File: src/rtl/morse_rx_decoder.sv
// morse_rx_decoder: turns debounced dot/dash/confirm/backspace keys into
// character codes and maintains a shifting display buffer.
module morse_rx_decoder #(
  parameter int DEPTH      = 8,
  parameter int CHAR_W     = 6,
  parameter int MAX_SYM    = 5,
  parameter int GAP_CYCLES = 50_000_000
) (
  input  logic                      iCLK,
  input  logic                      iRST,
  input  logic                      iEnable,
  input  logic [4:0]                iKEY,
  output logic [DEPTH*CHAR_W-1:0]   oDisplayData,
  output logic                      oCharValid,
  output logic [CHAR_W-1:0]         oCharCode,
  output logic [2:0]                oSymCount,
  output logic                      oOverflow,
  output logic                      oBuzzer
);
  localparam int DW = DEPTH * CHAR_W;
  localparam int GW = (GAP_CYCLES > 2) ? $clog2(GAP_CYCLES) : 1;
  localparam logic [CHAR_W-1:0] BLANK = '1;
  localparam logic [CHAR_W-1:0] ERR = {{(CHAR_W-1){1'b1}}, 1'b0};
  localparam logic [0:0] S_IDLE = 1'b0;
  localparam logic [0:0] S_COLLECT = 1'b1;

  logic [4:1]        r_sync1, r_sync2, r_prev;
  logic [0:0]        r_state;
  logic [4:0]        r_stack;
  logic [2:0]        r_count;
  logic [GW-1:0]     r_gap;
  logic              r_ovf, r_valid;
  logic [DW-1:0]     r_disp;
  logic [CHAR_W-1:0] r_code;

  logic [4:1]        w_fall;
  logic              w_dash, w_dot, w_sym, w_conf, w_bs, w_to, w_commit, w_bad;
  logic [5:0]        w_idx;
  logic [CHAR_W-1:0] w_code;

  assign w_fall   = r_prev & ~r_sync2;
  assign w_dash   = iEnable & w_fall[1];
  assign w_dot    = iEnable & w_fall[2] & ~w_fall[1];
  assign w_sym    = w_dash | w_dot;
  assign w_conf   = iEnable & w_fall[3] & ~|w_fall[2:1];
  assign w_bs     = iEnable & w_fall[4] & ~|w_fall[3:1];
  // a confirm landing on the timeout cycle folds into the same single commit
  assign w_to     = iEnable & (r_state == S_COLLECT) & (r_gap == GW'(GAP_CYCLES - 1)) & ~w_sym;
  assign w_commit = w_conf | w_to;

  // dot = 0, dash = 1, first symbol ends up in the highest occupied bit
  always_comb begin
    w_idx = '0;
    w_bad = 1'b0;
    case (r_count)
      3'd1: w_idx = r_stack[0] ? 6'd19 : 6'd4;
      3'd2: case (r_stack[1:0])
        2'b00: w_idx = 6'd8;
        2'b01: w_idx = 6'd0;
        2'b10: w_idx = 6'd13;
        default: w_idx = 6'd12;
      endcase
      3'd3: case (r_stack[2:0])
        3'b000: w_idx = 6'd18;
        3'b001: w_idx = 6'd20;
        3'b010: w_idx = 6'd17;
        3'b011: w_idx = 6'd22;
        3'b100: w_idx = 6'd3;
        3'b101: w_idx = 6'd10;
        3'b110: w_idx = 6'd6;
        default: w_idx = 6'd14;
      endcase
      3'd4: case (r_stack[3:0])
        4'b0000: w_idx = 6'd7;
        4'b0001: w_idx = 6'd21;
        4'b0010: w_idx = 6'd5;
        4'b0100: w_idx = 6'd11;
        4'b0110: w_idx = 6'd15;
        4'b0111: w_idx = 6'd9;
        4'b1000: w_idx = 6'd1;
        4'b1001: w_idx = 6'd23;
        4'b1010: w_idx = 6'd2;
        4'b1011: w_idx = 6'd24;
        4'b1100: w_idx = 6'd25;
        4'b1101: w_idx = 6'd16;
        default: w_bad = 1'b1;
      endcase
      3'd5: case (r_stack)
        5'b11111: w_idx = 6'd26;
        5'b01111: w_idx = 6'd27;
        5'b00111: w_idx = 6'd28;
        5'b00011: w_idx = 6'd29;
        5'b00001: w_idx = 6'd30;
        5'b00000: w_idx = 6'd31;
        5'b10000: w_idx = 6'd32;
        5'b11000: w_idx = 6'd33;
        5'b11100: w_idx = 6'd34;
        5'b11110: w_idx = 6'd35;
        default: w_bad = 1'b1;
      endcase
      default: w_bad = 1'b1;
    endcase
    w_code = (r_count == 3'd0) ? BLANK : (r_ovf | w_bad) ? ERR : CHAR_W'(w_idx);
  end

  always_ff @(posedge iCLK or posedge iRST) begin
    if (iRST) begin
      r_sync1 <= '1;
      r_sync2 <= '1;
      r_prev  <= '1;
      r_state <= S_IDLE;
      r_stack <= '0;
      r_count <= '0;
      r_gap   <= '0;
      r_ovf   <= 1'b0;
      r_valid <= 1'b0;
      r_disp  <= '1;
      r_code  <= BLANK;
    end else begin
      r_sync1 <= iKEY[4:1];
      r_sync2 <= r_sync1;
      r_prev  <= r_sync2;
      r_valid <= w_commit;
      if (w_commit) begin
        r_disp  <= {r_disp[DW-CHAR_W-1:0], w_code};
        r_code  <= w_code;
        r_state <= S_IDLE;
        r_stack <= '0;
        r_count <= '0;
        r_gap   <= '0;
        r_ovf   <= 1'b0;
      end else if (w_sym) begin
        r_state <= S_COLLECT;
        r_gap   <= '0;
        if (r_count < 3'(MAX_SYM)) begin
          r_stack <= {r_stack[3:0], w_dash};
          r_count <= r_count + 3'd1;
        end else r_ovf <= 1'b1;
      end else if (w_bs) begin
        if (r_state == S_COLLECT) begin
          r_state <= S_IDLE;
          r_stack <= '0;
          r_count <= '0;
          r_gap   <= '0;
          r_ovf   <= 1'b0;
        end else r_disp <= {BLANK, r_disp[DW-1:CHAR_W]};
      end else if (iEnable && r_state == S_COLLECT) r_gap <= r_gap + GW'(1);
    end
  end

  assign oDisplayData = r_disp;
  assign oCharValid   = r_valid;
  assign oCharCode    = r_code;
  assign oSymCount    = r_count;
  assign oOverflow    = r_ovf;
  assign oBuzzer      = iEnable & (~iKEY[1] | ~iKEY[2]);
endmodule
File: config.mk
export PLATFORM = sky130hd
export DESIGN_NAME = morse_rx_decoder
export DESIGN_NICKNAME = d
export VERILOG_FILES = /design/src/rtl/morse_rx_decoder.sv
export SDC_FILE = /design/constraint.sdc
export NUM_CORES = 1
export LEC_CHECK = 0
export CAP_MARGIN = 20
export CORE_MARGIN = 2
export CORE_UTILIZATION = 50
export DETAILED_ROUTE_END_ITERATION = 8
export PLACE_DENSITY = 0.77
export SYNTH_ARGS = -nofsm -noshare
export SYNTH_HDL_FRONTEND = slang
export SYNTH_SLANG_ARGS = --single-unit
File: constraint.sdc
create_clock -name iCLK -period 2.7 [get_ports iCLK]
set_input_delay 0.405 -clock iCLK [delete_from_list [all_inputs] [get_ports iCLK]]
set_output_delay 0.405 -clock iCLK [all_outputs]
set_load 0.01 [all_outputs]
-- Yosys cells after proc, flatten, opt, wreduce, memory -nomap -nowiden
Cells that the tools add are included.
- order comparisons: 1
- equality and inequality tests: 39
- reduce and logical (&&, ||, !) cells: 21
- bitwise gates (word level): 21
- shifts and indexed selects: 0
- multipliers: 0
- add/subtract/negate cells: 2
- mux-type cells: 38
- divide/modulo/power cells: 0
- operator list (operator ; number):
    $mux W48 ; 4
    $mux W26 ; 5
    $pmux W5 S12 ; 1
    $pmux W6 S10 ; 1
    $pmux W5 S7 ; 1
    $mux W5 ; 6
    $pmux W6 S5 ; 1
    $add A26 B1 Y26 const B ; 1
    $eq A26 B26 Y1 const B ; 1
    $eq A5 B5 Y1 const B ; 5
    $eq A4 B4 Y1 const B ; 6
    $eq A3 B3 Y1 const B ; 5
    $mux W3 ; 5
    $eq A3 B2 Y1 const B ; 4
    $eq A4 B3 Y1 const B ; 3
    $mux W6 ; 2
    $pmux W4 S3 ; 1
    $reduce_or A12 Y1 ; 1
    $and A1 B1 Y1 ; 11
    $mux W1 ; 10
    $reduce_or A10 Y1 ; 1
    $reduce_and A3 Y1 ; 3
    $eq A3 B1 Y1 const B ; 2
    $logic_not A3 Y1 ; 2
    30 further kinds ; 40
- memories kept: 0
- input port bits: 8
- output and inout bits: 60
- latch bits: 0
- RAM bits: 0
- bits in read-only memories: 0
- logic and storage cells: 133
- flip-flop bits (word level): 103

-- Logic depth before layout (Yosys ltp)
- depth after elaboration: 10
- mapped depth: 9
- depth with buffers taken out: 8

-- Worst setup path before layout
No wires, ideal clock.
- kind: register -> register
- from: register r_count[0] (netlist: oSymCount[0])
- to: register r_code[2] (netlist: oCharCode[2])
- path buffers: 0
- setup slack: 0.537 ns
- arrival: 2.081 ns
- stages on the path, launching flop included: 9
- data required time: 2.618 ns
- library setup time: 0.082 ns
- clock period less this slack: 2.163 ns
- cell sequence: dfrtp_1 -> inv_1 -> ha_1 -> and2_1 -> o311ai_2 -> a31o_2 -> nor3_2 -> o2111ai_1 -> mux2_2
- word-level cells in the longest chain between the ends: 6
- elaborated cells between the ends (all ways): 12
- those cells by class: 5 x eq/ne; 4 x mux; 1 x bitwise; 2 x reduce/logical
- RTL lines (what ; RTL line ; text):
    start: declaration ; 30 ; logic [2:0] r_count;
    start signal: assignment ; 137 ; r_count <= r_count + 3'd1;
    $eq A3 B2 Y1 / $eq A3 B1 Y1 (equally long branches) ; 55 ; case (r_count)
    $reduce_or A3 Y1 (no line) ; - ;
    $pmux W1 S3 ; 55 ;
    $or A1 B1 Y1 ; 103 ; w_code = (r_count == 3'd0) ? BLANK : (r_ovf | w_bad) ? ERR : CHAR_W'(w_idx);
    $mux W6 ; 103 ;
    $mux W6 (*) ; 103 ;
    end signal: assignment ; 126 ; r_code <= w_code;
    end: declaration ; 34 ; logic [CHAR_W-1:0] r_code;
Mark *: on every way between the ends. The rest lies on a longest branch, timed or not.
A chain may end at the register's enable or synchronous reset.

-- Worst setup path after layout
- from: register r_count[0] (netlist: oSymCount[0])
- to: register r_code[1] (netlist: oCharCode[1])
Same word-level chain as after synthesis.

==> impl_metrics.tcl <==
set metrics [dict create \
    outcome "finished, final reports clean" \
    muxShareOfSynthArea_pct 1.176 \
    area_growth_pct 22.54 \
    stdcell_count 713 \
    skew_ns 0.02223 \
    first_global_vias 3968 \
    combinational_family_with_the_most_area_after_synthesis "simple AND/OR/NAND/NOR gates" \
    antenna_cells 0 \
    layout.cells.most_common "sky130_fd_sc_hd__nand2_1" \
    grt_pass1_wl_mm 19.15 \
    layout_worst_path_cycle_share_pct 88.78 \
    vias 4089 \
    cts_setup_buffers 0 \
    clock_tree_from_tritoncts "done" \
    grt_max_degree 104 \
    synth.distinct_cells 63 \
    cts.root.buffer_cell "sky130_fd_sc_hd__clkbuf_8" \
    die_h_um 104.0 \
    place.gp.congestion 0.8897 \
    detail_route.wl_per_cell_um 15.86 \
    tightestPinTransition_ns 0.6701 \
    row_count 36 \
    n_fill_cell 826 \
    detail_route.wirelength_mm 11.31 \
    finalPower_mw 5.136 \
    synthSimpleGateAreaFrac_pct 19.94 \
    io-pin-count 68 \
    mostFrequentLayoutCells "sky130_fd_sc_hd__nand2_1, sky130_fd_sc_hd__clkdlybuf4s50_1, sky130_fd_sc_hd__dfstp_2" \
    timing.setup.critical_path_class "flip-flop to flip-flop" \
    maxSlewHeadroom_pct 54.84 \
    grt-ovfl-total 0 \
    path_cells "inv_1 > ha_1 > and2_1 > o311ai_2 > a31o_2 > nor3_2 > o2111ai_1 > mux2_2" \
    tritoncts_num_sinks 103 \
    fp.dieW_um 104.0 \
    crit_required_ns 3.01 \
    initial_antenna_violation_count 0 \
    avgViaCountPerCell 5.735 \
    placed_cells 697 \
    hold_path_class "flip-flop to flip-flop" \
    cellPowerDensity_nw_per_um2 838.1 \
    number_of_flops_mapped_to_enable_cells_by_yosys 0 \
    synth_fa_ha_area_share_pct 1.501 \
    grt_setup_unrepaired "false" \
    drc_errors 0 \
    critical_path.endpoint_type "flip-flop" \
    die_area_um2 10820 \
    hold_violations 0 \
    synthArstFlopShare_pct 100.0 \
    setup_viol 0 \
    syn_area_um2 5001 \
    layout-drive-gt1-share_pct 20.69 \
    dp_hpwl_mm 7.921 \
    cts.reportedPaths.clkPinSlew_ns 0.11 \
    crit_arrival_ns 2.71 \
    numPortBuffers 66 \
    drt_first_pass_iters 6 \
    design.core.area_um2 9729 \
    critical_path.max_stage_delay_ns 0.47 \
    syn-instance-count 504 \
    drv_cap 0 \
    clk-insertion-delay-late_ns 0.38 \
    static-leakage-power_nw 2.567 \
    cts_max_path_buffers 2 \
    number_of_nets_in_the_final_layout 589 \
    synth-compound-area-share_pct 16.49 \
    synth_ff_type "sky130_fd_sc_hd__dfstp_2" \
    drtIter0Drc 217 \
    cp-start-kind "flip-flop" \
    layout_min_cycle_time_ns 2.397 \
    synth_xor_area_share_pct 4.553 \
    ctsHoldBuffers 0 \
    syn_area_per_cell_um2 9.923 \
    slowest_stage "sky130_fd_sc_hd__dfrtp_1" \
    start_util_pct 51.40 \
    fin_setup_tns_ns 0 \
    fmax_ghz 0.4172 \
    synth_fp_nets 518 \
    final-max-slew-violation-count 0 \
    peak_supply_drop_mv 0.3677 \
    crit_fanout 6 \
    cts_buffers 9 \
    antenna_violating_nets_post_route 0 \
    gr-usage-all-layers_pct 21.36 \
    clock_tree.htree_level_count 3 \
    yosys_warnings 0 \
    synth_sequential_area_ratio_pct 53.19 \
    postCtsResizedCells 0 \
    ys_ff_latch 103 \
]
layer usage:
layer	track usage [%]	wire, um
met1	27.39	4862
met2	37.03	5789
met3	4.073	489
met4	5.985	165
met5	0	0
power breakdown:
group	total (mW)	internal, mW	switching [mW]
Sequential	2.43	2.05	0.383
Clock	0.973	0.375	0.598
Combinational	1.73	0.907	0.824
worst paths after layout:
kind | from | end | slack [ns] | depth (start not counted)
max | oSymCount[0] | oCharCode[1] | 0.30 | 8
max in group asynchronous | iRST | oDisplayData[6] | 1.75 | 3
max reg2reg | oSymCount[0] | oCharCode[1] | 0.30 | 8
min | r_sync1[4] | r_sync2[4] | 0.36 | 0
min reg2reg | r_sync1[4] | r_sync2[4] | 0.36 | 0
min in group asynchronous | iRST | oCharValid | 0.51 | 3
cell usage after synthesis (3+ instances only):
master | n | area, um2
sky130_fd_sc_hd__a21o_1 | 5 | 37.54
sky130_fd_sc_hd__a21oi_1 | 11 | 55.05
sky130_fd_sc_hd__a221o_1 | 3 | 30.03
sky130_fd_sc_hd__a22o_1 | 8 | 70.07
sky130_fd_sc_hd__a22oi_1 | 38 | 285.3
sky130_fd_sc_hd__a31oi_1 | 4 | 25.02
sky130_fd_sc_hd__and3_1 | 4 | 25.02
sky130_fd_sc_hd__and4_1 | 6 | 52.55
sky130_fd_sc_hd__buf_2 | 12 | 60.06
sky130_fd_sc_hd__clkbuf_1 | 14 | 52.55
sky130_fd_sc_hd__dfrtp_1 | 37 | 925.9
sky130_fd_sc_hd__dfstp_2 | 66 | 1734
sky130_fd_sc_hd__ha_1 | 6 | 75.07
sky130_fd_sc_hd__inv_1 | 6 | 22.52
sky130_fd_sc_hd__mux2_2 | 3 | 33.78
sky130_fd_sc_hd__nand2_1 | 103 | 386.6
sky130_fd_sc_hd__nand2b_1 | 5 | 31.28
sky130_fd_sc_hd__nand3_1 | 16 | 80.08
sky130_fd_sc_hd__nand4_1 | 5 | 31.28
sky130_fd_sc_hd__nor2_1 | 46 | 172.7
sky130_fd_sc_hd__nor2b_1 | 5 | 31.28
sky130_fd_sc_hd__nor3_1 | 6 | 30.03
sky130_fd_sc_hd__nor4_1 | 4 | 25.02
sky130_fd_sc_hd__o21ai_0 | 13 | 65.06
sky130_fd_sc_hd__xnor2_1 | 10 | 87.58
sky130_fd_sc_hd__xor2_1 | 16 | 140.1
final cells by class:
type / instances / area [um2] / area share, %
clock buffers: 9 / 123.9 / 2.021
clock inverters: 7 / 83.83 / 1.368
inverters: 8 / 33.78 / 0.5512
multi-input cells: 365 / 2197 / 35.85
flip-flops and latches: 103 / 2660 / 43.41
well taps: 133 / 166.4 / 2.715
repair buffers: 88 / 863.3 / 14.09
metrics by stage:
step	setup slack [ns]	instance area (um2)	hold slack (ns)	utilization, %
after floorplan	0.5365	5005	0.3452	-
after global placement	0.3241	5921	0.3460	60.85
after detailed placement	0.2619	5921	0.3468	60.85
after CTS	0.3371	6128	0.3618	62.99
after global routing	0.1447	6128	0.3640	62.99
final	0.3028	6128	0.3607	62.99
state kept, by name, summed over array words and instances (netlist names):
name,flops
oCharCode,6
oCharValid,1
oDisplayData,48
oOverflow,1
oSymCount,3
r_gap,26
r_prev,4
r_stack,5
r_state,1
r_sync1,4
r_sync2,4
worst max-delay path: cells and delay by family, from the launching register on:
| kind | cells | cell delay [ns] |
|---|---|---|
| simple gates | 2 | 0.45 |
| buf+inv | 1 | 0.13 |
| compound gates | 3 | 0.69 |
| flops | 1 | 0.47 |
| mux | 1 | 0.33 |
| fa+ha+maj | 1 | 0.26 |
kinds of logic (layout without fill, tap and decap cells):
family / count (synthesis) / count (layout)
simple gates: 217 / 217
compound gates: 111 / 111
flops: 103 / 103
buf+inv: 36 / 112
xor+xnor: 26 / 26
fa+ha+maj: 6 / 6
mux: 5 / 5
Power figures use the tool's default switching activity.
